`src/rtl/prio_event_enc.sv`:
```
// Sticky-pending event encoder: latches request pulses and streams one binary index per accepted transfer.
// Latency: a request reaches the registered idx/valid output one clock after the edge it arrives on.
// Backpressure: while valid && !ready the output holds and new requests only accumulate in pending.
module prio_event_enc #(
    parameter int N  = 10,
    parameter int RR = 0,
    localparam int W = $clog2(N)
) (
    input  logic         clk,
    input  logic         rst,
    input  logic [N-1:0] req,
    output logic [W-1:0] idx,
    output logic         valid,
    input  logic         ready,
    output logic         busy,
    output logic         ovf
);

    logic [N-1:0] pend_q, pend_d;
    logic         valid_q, valid_d;
    logic [W-1:0] idx_q, idx_d;
    logic [W-1:0] ptr_q, ptr_d;
    logic         ovf_q, ovf_d;

    logic [N-1:0] cand;
    logic         load;
    logic         found;
    logic [W-1:0] sel_idx;
    logic [N-1:0] sel_mask;

    // Pick one candidate line: lowest index, or first at/above the rotating pointer with wrap.
    always_comb begin
        cand     = pend_q | req;
        load     = !valid_q || ready;
        found    = 1'b0;
        sel_idx  = '0;
        sel_mask = '0;
        if (RR != 0) begin
            // Upper segment [ptr, N-1] first, then wrap to the lower segment.
            for (int i = 0; i < N; i++) begin
                if (!found && cand[i] && (i >= int'(ptr_q))) begin
                    found   = 1'b1;
                    sel_idx = W'(i);
                end
            end
        end
        for (int i = 0; i < N; i++) begin
            if (!found && cand[i]) begin
                found   = 1'b1;
                sel_idx = W'(i);
            end
        end
        // Mask stays zero when the output register is not reloading, so nothing is consumed.
        if (load && found) begin
            for (int i = 0; i < N; i++) begin
                sel_mask[i] = (W'(i) == sel_idx);
            end
        end
    end

    // Next-state for pending set, output register, pointer and merge pulse.
    always_comb begin
        pend_d  = cand & ~sel_mask;
        ovf_d   = |(req & pend_q & ~sel_mask);
        valid_d = valid_q;
        idx_d   = idx_q;
        ptr_d   = ptr_q;
        if (load) begin
            valid_d = found;
            if (found) begin
                idx_d = sel_idx;
                if (RR != 0) begin
                    ptr_d = (sel_idx == W'(N - 1)) ? '0 : sel_idx + W'(1);
                end
            end
        end
    end

    // State registers with synchronous reset taking priority over all inputs.
    always_ff @(posedge clk) begin
        if (rst) begin
            pend_q  <= '0;
            valid_q <= 1'b0;
            idx_q   <= '0;
            ptr_q   <= '0;
            ovf_q   <= 1'b0;
        end else begin
            pend_q  <= pend_d;
            valid_q <= valid_d;
            idx_q   <= idx_d;
            ptr_q   <= ptr_d;
            ovf_q   <= ovf_d;
        end
    end

    assign idx   = idx_q;
    assign valid = valid_q;
    assign ovf   = ovf_q;
    assign busy  = valid_q | (|pend_q);

endmodule

```
`config.mk`:
```
export PLATFORM = sky130hd
export DESIGN_NAME = prio_event_enc
export DESIGN_NICKNAME = d
export VERILOG_FILES = /design/src/rtl/prio_event_enc.sv
export SDC_FILE = /design/constraint.sdc
export NUM_CORES = 1
export LEC_CHECK = 0
export CAP_MARGIN = 0
export CORE_UTILIZATION = 35
export DETAILED_ROUTE_END_ITERATION = 7
export PLACE_DENSITY = 0.69
export SLEW_MARGIN = 20
export SYNTH_ARGS = -nofsm -noshare
export SYNTH_HDL_FRONTEND = slang
export SYNTH_SLANG_ARGS = --single-unit
```
`constraint.sdc`:
```
create_clock -name clk -period 7.4 [get_ports clk]
set_input_delay 0.74 -clock clk [delete_from_list [all_inputs] [get_ports clk]]
set_output_delay 0.74 -clock clk [all_outputs]
set_load 0.02 [all_outputs]
```
# Word-level counts from Yosys, hierarchy flattened
# Cells that the tools add are included.
[word_totals]
regBits = 16
inputBits = 13
out_inout_bits = 7
wordCells = 64
[op_classes]
n_eq_ne = 9
mux = 20
bitwise = 6
n_reduce_logical = 25
[ops]
columns = ["cell", "n"]
rows = [
  ["2-to-1 mux 4 bit", 8],
  ["bitwise AND 10 bit", 3],
  ["OR reduction 10 bit", 2],
  ["== test 3 x 4 -> 1 bit (first input constant)", 4],
  ["2-to-1 mux 1 bit", 11],
  ["logical AND 1 bit", 10],
  ["zero test 1 bit", 10],
  ["2-to-1 mux 10 bit", 1],
  ["inverter 10 bit", 1],
  ["bitwise OR 10 bit", 1],
  ["== test 2 x 4 -> 1 bit (first input constant)", 2],
  ["== test 4 bit (first input constant)", 2],
  ["== test 1 x 4 -> 1 bit (first input constant)", 1],
  ["zero test 4 bit", 1],
  ["AND reduction 2 bit", 1],
  ["logical OR 1 bit", 1],
  ["bitwise OR 1 bit", 1],
]

# Logic depth before layout (Yosys ltp)
[depth]
ltp_word = 34
depth_mapped = 8
ltp_nobuf = 7

# Least setup slack after synthesis
# OpenSTA, ideal clock, no wires.
[synth_path]
path_type = "input to register"
start = "in req[0]"
end = "reg ovf_q, in the netlist ovf"
setup_ps = 120
t_arrival_ps = 2667
required_ps = 7280
path_slack_ps = 4613
stages = 7
n_path_buf = 1
cell_sequence = "or4_1 -> or4_1 -> buf_2 -> nand3b_1 -> a311oi_1 -> a21oi_1 -> a211o_1"
[synth_between]
elab_chain_len = 34
[synth_lines]
columns = ["item", "line", "text"]
rows = [
  ["start: declaration", "11", "input logic [N-1:0] req,"],
  ["bitwise OR 10 bit", "33", "cand = pend_q | req;"],
  ["2-to-1 mux 1 bit", "48", "if (!found && cand[i]) begin"],
  ["zero test 1 bit", "48", ""],
  ["logical AND 1 bit", "48", ""],
  ["2-to-1 mux 1 bit", "48", ""],
  ["zero test 1 bit", "48", ""],
  ["logical AND 1 bit", "48", ""],
  ["2-to-1 mux 1 bit", "48", ""],
  ["[... 18 more ...]", "n/a", ""],
  ["zero test 1 bit", "48", ""],
  ["logical AND 1 bit", "48", ""],
  ["2-to-1 mux 4 bit / 2-to-1 mux 1 bit (equally long branches)", "48", ""],
  ["== test 1 x 4 -> 1 bit (tied with other cells)", "56", "sel_mask[i] = (W'(i) == sel_idx);"],
  ["2-to-1 mux 10 bit", "54", "if (load && found) begin"],
  ["inverter 10 bit", "64", "ovf_d = |(req & pend_q & ~sel_mask);"],
  ["bitwise AND 10 bit (*)", "64", ""],
  ["OR reduction 10 bit (*)", "64", ""],
  ["end signal: assignment", "92", "ovf_q <= ovf_d;"],
  ["end: declaration", "23", "logic ovf_q, ovf_d;"],
]
# Mark *: on every way between the ends. The rest lies on a longest branch, timed or not.
# A chain may end at the register's enable or synchronous reset.

# Worst setup path after layout
[layout_path]
start = "in req[2]"
end = "reg ovf_q, in the netlist ovf"
[layout_between]
elab_chain_len = 29
[layout_lines]
columns = ["item", "line"]
rows = [
  ["bitwise OR 10 bit", "33"],
  ["logical AND 1 bit", "48"],
  ["2-to-1 mux 1 bit", "48"],
  ["zero test 1 bit", "48"],
  ["logical AND 1 bit", "48"],
  ["2-to-1 mux 1 bit", "48"],
  ["zero test 1 bit", "48"],
  ["logical AND 1 bit", "48"],
  ["[... 13 more ...]", "n/a"],
  ["zero test 1 bit", "48"],
  ["logical AND 1 bit", "48"],
  ["2-to-1 mux 4 bit / 2-to-1 mux 1 bit (equally long branches)", "48"],
  ["== test 1 x 4 -> 1 bit (tied with other cells)", "56"],
  ["2-to-1 mux 10 bit", "54"],
  ["inverter 10 bit", "64"],
  ["bitwise AND 10 bit (*)", "64"],
  ["OR reduction 10 bit (*)", "64"],
]
# Marked as above.

==> results list <==
- Global placement routability congestion: 0.911
- Across every metal layer, demand over resource in global routing totals 0.189.
- Number of gates given a new drive strength after cts: 0
- Yosys mapped a number of flops with a built-in enable equal to 0.
- The smallest clock period supported by the final layout is computed as ~3.2 ns.
- Critical Path Start Type: input port
- Avg Inst Size Synth: a little over 8 um^2
* Final count of negative-setup-slack endpoints: 0
- VDD sags by at most about 0.11 mV.
- Remaining max-slew budget at the tightest pin: 0.561
* Placeable core region: approximately 2200 um^2
* Commonest register cell after synthesis: dfxtp_1
- Summed over all nets, the switching power comes to between 0.05 and 0.06 mW.
- The first global-routing pass estimated 3550 um of wire.
* Number of input and output port buffers inserted: 19
- DRC violations left: 0
- Critical Path RT: about 7.6 ns
* Actual transition at the worst max-transition pin: 0.657 ns
- Logic gate share of total power: 0.206
- The area growth from synthesis to layout is 29.3%.
* Detailed-route wire length: about 2200 um
* Register area: roughly 320 um^2
- Measured on the finished design, the core utilization comes to 0.484.
* Largest net degree at the start of global routing: 19
- Measured along the y axis, the die boundary spans between 50 and 60 um.
- The number of pins with negative max-slew slack in the final report came to 0.
- Static timing analysis puts the maximum clock frequency at approximately 320 MHz.
- Number of post-CTS setup repair buffers: 0
- Horiz. Die Dim: approximately 51 um
- Number of buffers inserted for hold repair after clock tree synthesis: 0
* Clock latency reported for the late side of the worst-skew pair: slightly below 0.3 ns
* Router iterations before antenna repair: 4
- In this run the number of H-tree levels came out at 1.
* CP Class: in2reg
- Clk network pwr share: 0.295
- Post-Syn Instances: between 100 and 150
- Summed over all failing endpoints, the final setup total negative slack is 0 ns.
* Overall power of the completed layout: ~0.2 mW
* Worst Clk Skew: approximately 0.0007 ns
- The analysis attributes to cell leakage a power of around 0.36 nW.
- Count of distinct cell types in the synthesized netlist: 33
- Total via count after detailed routing: slightly below 900
* Total area of multi-input combinational cells: between 400 and 500 um^2
- Worst hold slack: about 0.48 ns
- Switching part of the total power: 0.285
- Area of the mapped netlist: a little over 800 um^2
- Filler instances: between 200 and 250
- The flow ran to the end, and the final reports show no timing, DRC or antenna violations.
* Total congestion overflow: 0
- For this run, asynchronously set or reset flops after synthesis account for 0.
- TritonCTS buffer count: 3
* Number of inserted diodes: 0
* WL/cell: about 15 um
- Once detailed placement completed, the half-perimeter wirelength came to about 1600 um.
- The count of nets left with antenna violations once routing finished came out at 0.
- The clock passes through at most 2 buffers.
- Per-cell via count in the routed design: slightly below 6
* Share of cells above drive strength 1: 0.0574
- Final Hold Violating Endpoints: 0
- In this run the worst path has a maximum fanout of 6.
- 20 I/O pins were placed.
- Setup repair after global routing left no endpoint under its margin.
- Post-Synthesis Net Count: about 120
- Clk pin slew, worst setup/hold paths: around 0.09 ns
- Die ar.: approximately 2600 um^2
- Initial standard-cell utilization of the core: 0.374
- Final net count: around 140
* Number of warnings issued by yosys: 0
- At the worst endpoint, the arrival time is ~3.4 ns.
* Max-Cap Viols: 0
- Counting flops and latches in the post-synthesis netlist gives 16.
- Worst min-delay path category: reg2reg
- Share of total power in sequential cells: 0.499
- Root Buffer: clkbuf_4
- Dividing total power by cell area gives a power density of around 180 nW/um^2.
- STA classifies the critical path endpoint as a flip-flop.
- The tree built by TritonCTS fans out to 16 sinks.
* Final Cycle Share: 0.428
- The detailed router finished its first iteration with 49 violations.
* Seq/Total Area, Yosys: 0.387
- Clock tree from TritonCTS: done
* Cell internal power dissipation: around 0.14 mW
- Via count of the first global-routing pass: around 780
- The number of antenna violations at the first check in global routing came to 0.
- The floorplan has 17 rows.
## worst paths after layout
kind / from / slack (ns) / cells after the start / end
max: req[2] / 4.23 / 7 / ovf
min: idx[2] / 0.48 / 2 / idx[2]
max reg2reg: pend_q[0] / 4.78 / 6 / ovf
min reg2reg: idx[2] / 0.48 / 2 / idx[2]
## power groups by stage
stage | combinational [mW] | clock (mW) | sequential [mW]
floorplan | 0.0208 | 0 | 0.101
global placement | 0.0400 | 0 | 0.101
detailed placement | 0.0399 | 0 | 0.100
CTS | 0.0402 | 0.0601 | 0.0982
global route | 0.0442 | 0.0640 | 0.0994
finish | 0.0407 | 0.0583 | 0.0985
## metrics by stage
stage / std cells / setup WS (ns) / area (um^2)
6_report: 150 / 4.23 / 1070
5_1_grt: 150 / 4.18 / 1070
4_1_cts: 150 / 4.27 / 1070
3_5_place_dp: 146 / 3.97 / 1030
3_3_place_gp: 146 / 3.96 / 1030
2_1_floorplan: 103 / 4.61 / 828
## worst max-delay path, stage by stage
cell and delay (ns):
clkdlybuf4s50_1 0.48, or4_4 0.57, or4_1 0.67, nand3b_1 0.25
a311oi_1 0.28, a21oi_1 0.10, a211o_1 0.26
## area by class of cell
class                   count  area share
clock buffers               4      0.0339
multi-input cells          83       0.457
flip-flops and latches     16       0.299
well taps                  28      0.0327
repair buffers             19       0.178
## synth_stat cells, types with 2 or more instances
cell type  instances  area, um^2
a211oi_1           3        22.5
a21oi_1            5        25.0
a22oi_1            2        15.0
a311oi_1           2        17.5
a31oi_1            4        25.0
a32o_1             2        20.0
buf_2              2        10.0
dfxtp_1           16         320
nand2_1            8        30.0
nand3_1            2        10.0
nor2_1            20        75.1
nor3_1             8        40.0
nor4_1             3        18.8
o211ai_1           2        15.0
o21ai_0            3        15.0
or4_1              4        30.0
## kinds of logic after synthesis
| logic type | after synthesis | share of synthesized area |
|---|---|---|
| compound gates | 29 | 0.245 |
| buf+inv | 4 | 0.0226 |
| flops | 16 | 0.387 |
| mux | 1 | 0.0121 |
| simple gates | 53 | 0.334 |
## cells in the final DEF (no fill, tap or decap), drive strengths merged
master / synthesis / layout
a311oi: 2 / 2
a211oi: 3 / 3
o21ai: 4 / 4
clkdlybuf4s50: 0 / 19
clkbuf: 2 / 4
nand2b: 1 / 1
o211ai: 2 / 2
nor4: 4 / 4
mux2i: 1 / 1
dfxtp: 16 / 16
o21bai: 1 / 1
nand3b: 1 / 1
a211o: 1 / 1
and2: 1 / 1
nor2: 20 / 20
a22oi: 2 / 2
a31oi: 4 / 4
nand4: 1 / 1
a32o: 2 / 2
nor3b: 1 / 1
o31a: 1 / 1
or4: 5 / 5
nor3: 8 / 8
a221oi: 1 / 1
nand2: 8 / 8
nand3: 2 / 2
a21oi: 6 / 6
nor2b: 1 / 1
## sequential cells by signal, indices dropped and copies added, names as in the netlist
| register | count |
|---|---|
| idx | 4 |
| ovf | 1 |
| pend_q | 10 |
| valid | 1 |
## metal layers
metal	vias up	global-route usage	share of wire
met5	-	0	0
met3	8	0.0636	0.069
met2	41	0.282	0.46
met1	402	0.245	0.45
met4	0	0.0787	0.022
li1	435	-	-
Power figures use the tool's default switching activity.
